## src/rtl/fme_arbiter_if.sv

```systemverilog
// Requester, response and engine-side signal bundle for fme_arbiter.
// master = surrounding system (requesters and engine), slave = the arbiter.
interface fme_arbiter_if #(
    parameter int WIDTH = 32
);
    logic             req0_valid;
    logic             req0_ready;
    logic [WIDTH-1:0] req0_base;
    logic [WIDTH-1:0] req0_exp;
    logic [WIDTH-1:0] req0_mod;
    logic             req1_valid;
    logic             req1_ready;
    logic [WIDTH-1:0] req1_base;
    logic [WIDTH-1:0] req1_exp;
    logic [WIDTH-1:0] req1_mod;

    logic             rsp0_valid;
    logic             rsp0_ready;
    logic [WIDTH-1:0] rsp0_result;
    logic             rsp0_err;
    logic             rsp1_valid;
    logic             rsp1_ready;
    logic [WIDTH-1:0] rsp1_result;
    logic             rsp1_err;

    logic             fme_start;
    logic [WIDTH-1:0] fme_base;
    logic [WIDTH-1:0] fme_exponent;
    logic [WIDTH-1:0] fme_modulo;
    logic [WIDTH-1:0] fme_result;
    logic             fme_done;
    logic             fme_soft_rst;

    modport master (
        output req0_valid, req0_base, req0_exp, req0_mod,
               req1_valid, req1_base, req1_exp, req1_mod,
               rsp0_ready, rsp1_ready, fme_result, fme_done,
        input  req0_ready, req1_ready,
               rsp0_valid, rsp0_result, rsp0_err,
               rsp1_valid, rsp1_result, rsp1_err,
               fme_start, fme_base, fme_exponent, fme_modulo, fme_soft_rst
    );

    modport slave (
        input  req0_valid, req0_base, req0_exp, req0_mod,
               req1_valid, req1_base, req1_exp, req1_mod,
               rsp0_ready, rsp1_ready, fme_result, fme_done,
        output req0_ready, req1_ready,
               rsp0_valid, rsp0_result, rsp0_err,
               rsp1_valid, rsp1_result, rsp1_err,
               fme_start, fme_base, fme_exponent, fme_modulo, fme_soft_rst
    );
endinterface

```

## src/rtl/fme_arbiter.sv

```systemverilog
// Round-robin arbiter sharing one modular-exponentiation engine between two requesters.
// Optional WAIT watchdog (abort with err + engine soft reset) enabled by FME_WATCHDOG_EN.
module fme_arbiter #(
    parameter int WIDTH          = 32,
    parameter int TIMEOUT_CYCLES = 4096
) (
    input  logic         clk,
    input  logic         rst,
    fme_arbiter_if.slave bus,
    output logic         busy,
    output logic         grant_id
);

`ifdef FME_WATCHDOG_EN
    localparam bit WD_EN = 1'b1;
`else
    localparam bit WD_EN = 1'b0;
`endif
    localparam int CNT_W = $clog2(TIMEOUT_CYCLES + 1);

    typedef enum logic [1:0] {
        S_IDLE,
        S_LAUNCH,
        S_WAIT
    } state_e;

    state_e                  state_q, state_d;
    logic [WIDTH-1:0]        base_q, base_d;
    logic [WIDTH-1:0]        exp_q, exp_d;
    logic [WIDTH-1:0]        mod_q, mod_d;
    logic                    grant_q, grant_d;
    logic                    last_grant_q, last_grant_d;
    logic [1:0]              rsp_valid_q, rsp_valid_d;
    logic [1:0]              rsp_err_q, rsp_err_d;
    logic [1:0][WIDTH-1:0]   rsp_result_q, rsp_result_d;
    logic [CNT_W-1:0]        wd_cnt_q, wd_cnt_d;
    logic                    soft_rst_q, soft_rst_d;

    logic                    elig0, elig1, sel;
    logic [WIDTH-1:0]        sel_base, sel_exp, sel_mod;
    logic [1:0]              rsp_ready;

    assign rsp_ready = {bus.rsp1_ready, bus.rsp0_ready};

    always_comb begin
        state_d      = state_q;
        base_d       = base_q;
        exp_d        = exp_q;
        mod_d        = mod_q;
        grant_d      = grant_q;
        last_grant_d = last_grant_q;
        rsp_valid_d  = rsp_valid_q;
        rsp_err_d    = rsp_err_q;
        rsp_result_d = rsp_result_q;
        wd_cnt_d     = wd_cnt_q;
        soft_rst_d   = 1'b0;
        bus.req0_ready = 1'b0;
        bus.req1_ready = 1'b0;

        // Eligibility uses the registered response valid, so a consumer's ready cannot free its port early.
        elig0    = bus.req0_valid && !rsp_valid_q[0];
        elig1    = bus.req1_valid && !rsp_valid_q[1];
        sel      = (elig0 && elig1) ? !last_grant_q : elig1;
        sel_base = sel ? bus.req1_base : bus.req0_base;
        sel_exp  = sel ? bus.req1_exp  : bus.req0_exp;
        sel_mod  = sel ? bus.req1_mod  : bus.req0_mod;

        for (int i = 0; i < 2; i++) begin
            if (rsp_valid_q[i] && rsp_ready[i]) begin
                rsp_valid_d[i] = 1'b0;
            end
        end

        case (state_q)
            S_IDLE: begin
                if (elig0 || elig1) begin
                    bus.req0_ready = !sel;
                    bus.req1_ready = sel;
                    base_d         = sel_base;
                    exp_d          = sel_exp;
                    mod_d          = sel_mod;
                    grant_d        = sel;
                    last_grant_d   = sel;
                    // Modulus 0 or 1 always yields 0; answer directly without occupying the engine.
                    if (sel_mod[WIDTH-1:1] == '0) begin
                        rsp_valid_d[sel]  = 1'b1;
                        rsp_result_d[sel] = '0;
                        rsp_err_d[sel]    = 1'b0;
                    end else begin
                        state_d = S_LAUNCH;
                    end
                end
            end
            S_LAUNCH: begin
                state_d  = S_WAIT;
                wd_cnt_d = '0;
            end
            S_WAIT: begin
                if (bus.fme_done) begin
                    rsp_valid_d[grant_q]  = 1'b1;
                    rsp_result_d[grant_q] = bus.fme_result;
                    rsp_err_d[grant_q]    = 1'b0;
                    state_d               = S_IDLE;
                end else if (WD_EN) begin
                    if (wd_cnt_q == CNT_W'(TIMEOUT_CYCLES - 1)) begin
                        rsp_valid_d[grant_q]  = 1'b1;
                        rsp_result_d[grant_q] = '0;
                        rsp_err_d[grant_q]    = 1'b1;
                        soft_rst_d            = 1'b1;
                        state_d               = S_IDLE;
                    end else begin
                        wd_cnt_d = wd_cnt_q + CNT_W'(1);
                    end
                end
            end
            default: begin
                state_d = S_IDLE;
            end
        endcase
    end

    always_ff @(posedge clk) begin
        if (rst) begin
            state_q      <= S_IDLE;
            base_q       <= '0;
            exp_q        <= '0;
            mod_q        <= '0;
            grant_q      <= 1'b0;
            last_grant_q <= 1'b1;
            rsp_valid_q  <= '0;
            rsp_err_q    <= '0;
            rsp_result_q <= '0;
            wd_cnt_q     <= '0;
            soft_rst_q   <= 1'b0;
        end else begin
            state_q      <= state_d;
            base_q       <= base_d;
            exp_q        <= exp_d;
            mod_q        <= mod_d;
            grant_q      <= grant_d;
            last_grant_q <= last_grant_d;
            rsp_valid_q  <= rsp_valid_d;
            rsp_err_q    <= rsp_err_d;
            rsp_result_q <= rsp_result_d;
            wd_cnt_q     <= wd_cnt_d;
            soft_rst_q   <= soft_rst_d;
        end
    end

    assign bus.rsp0_valid   = rsp_valid_q[0];
    assign bus.rsp0_result  = rsp_result_q[0];
    assign bus.rsp0_err     = rsp_err_q[0];
    assign bus.rsp1_valid   = rsp_valid_q[1];
    assign bus.rsp1_result  = rsp_result_q[1];
    assign bus.rsp1_err     = rsp_err_q[1];
    assign bus.fme_start    = (state_q == S_LAUNCH);
    assign bus.fme_base     = base_q;
    assign bus.fme_exponent = exp_q;
    assign bus.fme_modulo   = mod_q;
    assign bus.fme_soft_rst = soft_rst_q;
    assign busy             = (state_q != S_IDLE);
    assign grant_id         = grant_q;

endmodule

```

## src/flat_wrapper.sv

```systemverilog
// flat-port wrapper written by rule: the top's interface ports become plain ports
module fme_arbiter_flat 
#(
    parameter int WIDTH          = 32,
    parameter int TIMEOUT_CYCLES = 4096
)
  (clk, rst, busy, grant_id, bus_req0_valid, bus_req0_base, bus_req0_exp, bus_req0_mod, bus_req1_valid, bus_req1_base, bus_req1_exp, bus_req1_mod, bus_rsp0_ready, bus_rsp1_ready, bus_fme_result, bus_fme_done, bus_req0_ready, bus_req1_ready, bus_rsp0_valid, bus_rsp0_result, bus_rsp0_err, bus_rsp1_valid, bus_rsp1_result, bus_rsp1_err, bus_fme_start, bus_fme_base, bus_fme_exponent, bus_fme_modulo, bus_fme_soft_rst);
  fme_arbiter_if #(.WIDTH(WIDTH)) bus_i ();
  input  logic clk;
  input  logic rst;
  output logic busy;
  output logic grant_id;
  input wire logic [$bits(bus_i.req0_valid)-1:0] bus_req0_valid;
  input wire logic [$bits(bus_i.req0_base)-1:0] bus_req0_base;
  input wire logic [$bits(bus_i.req0_exp)-1:0] bus_req0_exp;
  input wire logic [$bits(bus_i.req0_mod)-1:0] bus_req0_mod;
  input wire logic [$bits(bus_i.req1_valid)-1:0] bus_req1_valid;
  input wire logic [$bits(bus_i.req1_base)-1:0] bus_req1_base;
  input wire logic [$bits(bus_i.req1_exp)-1:0] bus_req1_exp;
  input wire logic [$bits(bus_i.req1_mod)-1:0] bus_req1_mod;
  input wire logic [$bits(bus_i.rsp0_ready)-1:0] bus_rsp0_ready;
  input wire logic [$bits(bus_i.rsp1_ready)-1:0] bus_rsp1_ready;
  input wire logic [$bits(bus_i.fme_result)-1:0] bus_fme_result;
  input wire logic [$bits(bus_i.fme_done)-1:0] bus_fme_done;
  output wire logic [$bits(bus_i.req0_ready)-1:0] bus_req0_ready;
  output wire logic [$bits(bus_i.req1_ready)-1:0] bus_req1_ready;
  output wire logic [$bits(bus_i.rsp0_valid)-1:0] bus_rsp0_valid;
  output wire logic [$bits(bus_i.rsp0_result)-1:0] bus_rsp0_result;
  output wire logic [$bits(bus_i.rsp0_err)-1:0] bus_rsp0_err;
  output wire logic [$bits(bus_i.rsp1_valid)-1:0] bus_rsp1_valid;
  output wire logic [$bits(bus_i.rsp1_result)-1:0] bus_rsp1_result;
  output wire logic [$bits(bus_i.rsp1_err)-1:0] bus_rsp1_err;
  output wire logic [$bits(bus_i.fme_start)-1:0] bus_fme_start;
  output wire logic [$bits(bus_i.fme_base)-1:0] bus_fme_base;
  output wire logic [$bits(bus_i.fme_exponent)-1:0] bus_fme_exponent;
  output wire logic [$bits(bus_i.fme_modulo)-1:0] bus_fme_modulo;
  output wire logic [$bits(bus_i.fme_soft_rst)-1:0] bus_fme_soft_rst;
  assign bus_i.req0_valid = bus_req0_valid;
  assign bus_i.req0_base = bus_req0_base;
  assign bus_i.req0_exp = bus_req0_exp;
  assign bus_i.req0_mod = bus_req0_mod;
  assign bus_i.req1_valid = bus_req1_valid;
  assign bus_i.req1_base = bus_req1_base;
  assign bus_i.req1_exp = bus_req1_exp;
  assign bus_i.req1_mod = bus_req1_mod;
  assign bus_i.rsp0_ready = bus_rsp0_ready;
  assign bus_i.rsp1_ready = bus_rsp1_ready;
  assign bus_i.fme_result = bus_fme_result;
  assign bus_i.fme_done = bus_fme_done;
  assign bus_req0_ready = bus_i.req0_ready;
  assign bus_req1_ready = bus_i.req1_ready;
  assign bus_rsp0_valid = bus_i.rsp0_valid;
  assign bus_rsp0_result = bus_i.rsp0_result;
  assign bus_rsp0_err = bus_i.rsp0_err;
  assign bus_rsp1_valid = bus_i.rsp1_valid;
  assign bus_rsp1_result = bus_i.rsp1_result;
  assign bus_rsp1_err = bus_i.rsp1_err;
  assign bus_fme_start = bus_i.fme_start;
  assign bus_fme_base = bus_i.fme_base;
  assign bus_fme_exponent = bus_i.fme_exponent;
  assign bus_fme_modulo = bus_i.fme_modulo;
  assign bus_fme_soft_rst = bus_i.fme_soft_rst;
  fme_arbiter #(.WIDTH(WIDTH), .TIMEOUT_CYCLES(TIMEOUT_CYCLES)) u_core (.clk(clk), .rst(rst), .bus(bus_i), .busy(busy), .grant_id(grant_id));
endmodule
```

## config.mk

```make
export PLATFORM = sky130hd
export DESIGN_NAME = fme_arbiter_flat
export DESIGN_NICKNAME = d
export VERILOG_FILES = /design/src/rtl/fme_arbiter_if.sv /design/src/rtl/fme_arbiter.sv /design/src/flat_wrapper.sv
export SDC_FILE = /design/constraint.sdc
export NUM_CORES = 1
export LEC_CHECK = 0
export CORE_AREA = 3 3 155 157
export CTS_BUF_LIST = sky130_fd_sc_hd__clkbuf_4 sky130_fd_sc_hd__clkbuf_8 sky130_fd_sc_hd__clkbuf_16
export DETAILED_ROUTE_END_ITERATION = 10
export DIE_AREA = 0 0 158 160
export GPL_TIMING_DRIVEN = 0
export HOLD_SLACK_MARGIN = 0.05
export PLACE_DENSITY = 0.75
export SLEW_MARGIN = 20
export SYNTH_ARGS = -nofsm -noshare
export SYNTH_HDL_FRONTEND = slang
export SYNTH_SLANG_ARGS = --single-unit
```

## constraint.sdc

```tcl
create_clock -name clk -period 1.52 [get_ports clk]
set_input_delay 0.152 -clock clk [delete_from_list [all_inputs] [get_ports clk]]
set_output_delay 0.152 -clock clk [all_outputs]
set_load 0.01 [all_outputs]
```

==> impl_metrics.py, run 1 <==
metrics = {
    "die": {
        "die_x_um": 158,
        "core_um2": 22600,
        "die_y_um": 160,
        "io_pins": 401,
        "rows": 55,
        "initial_core_util_pct": 27.7,
        "die-area_um2": 25300,
    },
    "sta": {
        "final.period_utilization_pct": 116,
        "fin_worst_skew_ns": 0.0273,
        "period_minus_slack_ns": 1.76,
        "setup_tns_ns": -16.35,
        "final_hold_viol_count": 0,
        "maxSlewHeadroom_pct": 51.3,
        "rsz0062_at_grt": "true",
        "setup_viol": 159,
        "max_slew.worst_pin.slew_ns": 0.730,
        "fmax_mhz": 569,
        "final.setup.worst_slack_ns": -0.239,
        "slew_viol_final": 0,
    },
    "layout": {
        "fin_nets": 1303,
        "nFillCells": 2003,
        "area_growth_pct": 92.4,
        "finalNonFillerCells": 1373,
        "final_area_um2": 12100,
        "final_util_pct": 53.4,
        "seqCellArea_um2": 3380,
        "drive_above_1_share_pct": 14.0,
        "multi_input_area_um2": 2750,
    },
    "logic_synthesis": {
        "ys_seq_area_share_pct": 53.6,
        "yosys_register_bits": 168,
        "syn-num-nets": 852,
        "yosysTopAreaCell": "dfxtp_1",
        "synth_edf_count": 0,
        "yosysUniqueCellTypes": 44,
        "yosysMostFrequentCell": "dfxtp_1",
        "synthFlopType": "dfxtp_1",
        "synthTopCellsByCount": "dfxtp_1, nor2_1, a222oi_1",
        "yosys_warnings": 0,
        "netlist_instances": 621,
        "synth_area_leaders": "dfxtp_1, a222oi_1, a22o_1",
        "async_flop_share_pct": 0,
        "synth_top_area_share_pct": 53.6,
        "avgSynthCellArea_um2": 10.1,
        "synth_area_um2": 6280,
    },
    "hold_path": {
        "min_to": "u_core.rsp_err_q[0]",
        "hold_depth": 3,
        "holdCritStartpoint": "rst",
        "hp-class": "input port to register",
    },
    "placed_design": {
        "routabilityCongestion": 0.914,
        "placed_area_um2": 10600,
        "dp_hpwl_mm": 22.1,
        "dpl.cell_count": 1304,
        "portBuffers": 398,
    },
    "setup_path": {
        "timing.rr.end": "u_core.bus.rsp1_result[23]",
        "startpoint": "u_core.rsp_valid_q[1]",
        "path_class": "register to register",
        "required_ns": 1.83,
        "rrSetupSlack_ns": -0.24,
        "reg2regPathDepth": 7,
        "worst_setup_path_end_kind": "register",
        "reg2reg_from": "u_core.rsp_valid_q[1]",
        "arrival_ns": 2.07,
        "crit_fanout": 10,
        "startpoint_type": "register",
    },
    "clock_tree": {
        "cts_buffers": 17,
        "cts_hold_buffers": 0,
        "clockRootBuffer": "clkbuf_16",
        "tritoncts": "built",
        "clock_path_buffers": 2,
        "numClockSinks": 168,
        "clk_latency_ns": 0.43,
        "clk_pin_slew_ns": 0.08,
        "htreeDepth": 4,
    },
    "power": {
        "power.internal_mw": 9.11,
        "swShare_pct": 29.8,
        "comb_power_share_pct": 26.7,
        "power_leakage_nw": 4.63,
        "p_switching_mw": 3.88,
        "powerDensity_nw_per_um2": 1070,
        "p_total_mw": 13.0,
        "clkPwrFrac_pct": 35.0,
        "vdd_drop_max_mv": 0.663,
        "p_seq_share_pct": 38.4,
    },
    "drt": {
        "wirelength_mm": 29.9,
        "avgViaCountPerCell": 5.25,
        "dr.pass1.iters": 9,
        "drtIter0Drc": 672,
        "avgRoutedWirePerCell_um": 21.8,
        "drc_errors": 0,
        "vias": 7211,
        "drtAntennaViolNets": 0,
    },
    "global_route": {
        "grt_pass1_wl_mm": 42.8,
        "gr-total-overflow": 0,
        "grt_max_degree": 20,
        "antenna_found_initial": 4,
        "grt_pass1_vias": 7182,
        "grtUsageTotal_pct": 21.9,
    },
    "outcome": {
        "outcome": "finished with violations",
        "violations": "negative setup slack",
    },
    "run": {
        "cap_viol_max_count": 0,
    },
}
[registers in the layout (all words and copies together), names as in the netlist]
register and count:
u_core.bus.fme_base 32, u_core.bus.fme_exponent 32, u_core.bus.fme_modulo 32, u_core.bus.rsp0_result 32, u_core.bus.rsp1_result 32, u_core.rsp_err_q 2, u_core.rsp_valid_q 2, u_core.state_q 2
u_core.grant_id 1, u_core.last_grant_q 1
[how the worst max path moves through the flow]
stage                                       to
global placement                bus_req0_ready
global route        u_core.bus.rsp1_result[27]
detailed placement              bus_req0_ready
CTS                 u_core.bus.rsp1_result[27]
finish              u_core.bus.rsp1_result[23]
floorplan            u_core.bus.rsp1_result[0]
[power by group through the flow]
| stage | clock network (mW) | logic, mW | registers [mW] |
|---|---|---|---|
| global route | 4.85 | 3.68 | 5.02 |
| finish | 4.54 | 3.46 | 4.98 |
| floorplan | 0 | 1.05 | 5.21 |
| detailed placement | 0 | 2.97 | 5.07 |
| global placement | 0 | 2.95 | 5.06 |
| CTS | 4.66 | 3.16 | 4.98 |
[routing by layer]
metal	global-route usage, %	share of wire (%)	vias up
li1	-	-	3315
met1	25.3	38	3477
met2	36.9	50	365
met3	7.56	9.0	52
met4	8.56	3.2	2
met5	0	0.054	-
[area by class of cell]
type	count	share of cell area, %
Multi-Input combinational cell	384	22.7
Timing Repair Buffer	435	36.4
Sequential cell	168	28.0
Buffer	60	4.49
Inverter	6	0.207
Tap cell	285	2.95
Clock inverter	15	1.66
Clock buffer	17	3.52
Antenna cell	3	0.0621
[layout by cell type (no fill, tap or decap), drive strengths merged, types with 2 or more instances in the layout]
master / synthesis / routed
clkbuf: 39 / 48
o311a: 2 / 2
dfxtp: 168 / 168
a22o: 64 / 64
a21oi: 4 / 4
nor2b: 4 / 4
nand4: 3 / 3
dlymetal6s2s: 0 / 2
nand3: 33 / 33
inv: 6 / 13
nand3b: 2 / 2
nand2: 35 / 35
o21ai: 2 / 2
clkdlybuf4s50: 0 / 387
clkinv: 0 / 7
a222oi: 65 / 65
nor2: 111 / 111
buf: 24 / 69
nor3: 4 / 4
dlygate4sd2: 0 / 6
diode: 0 / 3
nor4: 13 / 13
a311oi: 31 / 31
[cells by family (layout without fill, tap and decap cells)]
logic type | after synthesis | in the layout | synth area share (%)
mux | 1 | 1 | 0.179
simple gates | 210 | 210 | 15.5
other cells | 1 | 4 | 0.0597
flops | 168 | 168 | 53.6
compound gates | 172 | 172 | 25.2
buf+inv | 69 | 533 | 5.46
[stage by stage]
step / setup WS (ns) / hold WS (ns)
finish: -0.239 / 0.0962
detailed placement: -1.09 / 0.453
global route: -0.328 / 0.0996
global placement: -1.08 / 0.438
CTS: -0.261 / 0.0783
floorplan: -0.0725 / 0.285
[worst max-delay path: stages, from the launching register on]
cell     delay, ns
dfxtp_4       0.38
nor2b_4       0.14
buf_8         0.14
nand3_4       0.13
nor4_4        0.39
nor2b_4       0.12
buf_8         0.16
a22o_1        0.18
[timing repair]
item	in CTS	in global routing
gates resized for setup	101	68
pin swaps	35	55
setup endpoints to repair	187	258
setup buffers	13	19
cloned	1	5
No activity file was read; power rests on OpenSTA's default activity.
==> run 2: changes to the inputs <==
- CORE_AREA: 3 3 155 157 -> 2 2 154 156
- DIE_AREA: 0 0 158 160 -> 0 0 156 158
==> run 2 against run 1 <==
The flow still finishes with violations (negative setup slack). Combinational power about the same. First-iteration DRC count decreased by 3.1%. Die area down 2.5%. Sequential share of layout area increased by 0.050 points. Clock power decreased by 4%. Critical path depth is 2 higher. Largest cell class unchanged. Largest power group unchanged.
==> impl_metrics.py, run 2 (synthesis gave the netlist of run 1 again) <==
metrics = {
    "outcome": {
        "outcome": "finished with violations",
        "violations": "negative setup slack",
    },
    "drt": {
        "drtIter0Drc": 651,
        "drc_errors": 0,
        "dr.pass1.iters": 6,
        "drtAntennaViolNets": 0,
        "wirelength_mm": 28.9,
        "avgRoutedWirePerCell_um": 20.9,
        "avgViaCountPerCell": 5.22,
        "vias": 7205,
    },
    "sta": {
        "slew_viol_final": 0,
        "setup_viol": 164,
        "final.period_utilization_pct": 119,
        "final.setup.worst_slack_ns": -0.283,
        "final_hold_viol_count": 0,
        "maxSlewHeadroom_pct": 53.9,
        "max_slew.worst_pin.slew_ns": 0.692,
        "period_minus_slack_ns": 1.80,
        "setup_tns_ns": -20.73,
        "fmax_mhz": 555,
        "rsz0062_at_grt": "true",
        "fin_worst_skew_ns": 0.0144,
    },
    "layout": {
        "final_area_um2": 12100,
        "layout_commonest_cell": "clkdlybuf4s50_1",
        "finalNonFillerCells": 1380,
        "fin_nets": 1304,
        "final_cell_mix": "clkdlybuf4s50_1, dfxtp_1, nor2_1, a222oi_1, a22o_1",
        "area_growth_pct": 92.4,
        "drive_above_1_share_pct": 14.5,
    },
    "setup_path": {
        "worst_setup_path_end_kind": "register",
        "path_class": "input port to register",
        "crit_fanout": 10,
        "required_ns": 1.83,
        "startpoint_type": "input port",
        "arrival_ns": 2.11,
    },
    "clock_tree": {
        "clk_pin_slew_ns": 0.07,
        "clock_path_buffers": 2,
        "numClockSinks": 168,
        "htreeDepth": 4,
        "clockRootBuffer": "clkbuf_16",
        "cts_hold_buffers": 0,
        "cts_buffers": 17,
        "clk_latency_ns": 0.43,
        "tritoncts": "built",
    },
    "power": {
        "powerDensity_nw_per_um2": 1060,
        "power_leakage_nw": 4.58,
        "vdd_drop_max_mv": 0.657,
    },
    "global_route": {
        "grt_pass1_vias": 7140,
        "grtUsageTotal_pct": 21.9,
        "grt_pass1_wl_mm": 41.5,
        "gr-total-overflow": 0,
        "antenna_found_initial": 2,
        "grt_max_degree": 19,
    },
    "die": {
        "io_pins": 401,
        "initial_core_util_pct": 27.2,
        "die-area_um2": 24600,
        "die_x_um": 156,
        "die_y_um": 158,
        "core_um2": 23100,
        "rows": 56,
    },
    "placed_design": {
        "place_ws_ns": -1.12,
        "placed_area_um2": 10600,
        "portBuffers": 398,
        "dp_hpwl_mm": 21.3,
        "dpl.cell_count": 1309,
        "routabilityCongestion": 0.858,
    },
    "run": {
        "cap_viol_max_count": 0,
    },
    "hold_path": {
        "hp-class": "input port to register",
    },
}
==> run 2: timing repair <==
item	in CTS	in global routing
gates cloned	0	6
endpoints found under the setup margin	179	234
hold endpoints to repair	0	0
pin swaps	23	39
gates resized for setup	104	68
buffers inserted	18	12
==> run 2: area by class of cell <==
cell class | count | area [um^2]
antenna | 4 | 10.0
buffer | 63 | 561
clock buffer | 17 | 425
clock inverter | 15 | 159
fill | 2094 | 11000
inverter | 6 | 27.5
multi-input combinational | 384 | 2740
sequential | 168 | 3380
tap | 290 | 363
timing repair buffer | 433 | 4410
==> run 2: worst paths after layout <==
check	startpoint	endpoint	slack, ns	depth (start not counted)
hold reg to reg	u_core.rsp_err_q[0]	u_core.rsp_err_q[0]	0.45	1
setup / recovery	bus_req1_mod[5]	u_core.bus.rsp1_result[28]	-0.28	9
setup reg to reg	u_core.rsp_valid_q[1]	u_core.bus.rsp1_result[28]	-0.26	9
hold / removal	rst	u_core.rsp_err_q[0]	0.09	3
==> run 2: critical path, stage by stage <==
cell and delay [ns]:
clkdlybuf4s50_1 0.46, nor4_4 0.35, nand4_1 0.12, buf_4 0.18, nor4_4 0.27, nor2b_1 0.09
buf_6 0.15, buf_8 0.14, a22o_1 0.18
==> run 2: per-layer routing <==
layer / share of wire, % / wire length [um] / up-vias / GRT usage [%]
li1: - / - / 3329 / -
met1: 40 / 11600 / 3450 / 25.9
met2: 49 / 14200 / 387 / 37.1
met3: 8.3 / 2400 / 39 / 6.87
met4: 2.5 / 735 / 0 / 8.61
met5: 0 / 0 / - / 0
==> run 2: metrics by stage <==
step	hold WS, ns	power, mW	util (%)
6_report	0.0896	12.8	52.4
5_1_grt	0.0905	13.3	52.4
4_1_cts	0.0543	12.6	50.6
3_5_place_dp	0.442	8.03	46.2
3_3_place_gp	0.440	8.01	46.2
2_1_floorplan	0.285	6.26	-
==> run 2: power by group <==
| part | leakage [nW] | internal, mW | switching, mW | total (mW) |
|---|---|---|---|---|
| clock | 0.278 | 2.20 | 2.14 | 4.34 |
| sequential | 1.38 | 4.76 | 0.221 | 4.98 |
| combinational | 2.93 | 1.97 | 1.50 | 3.47 |
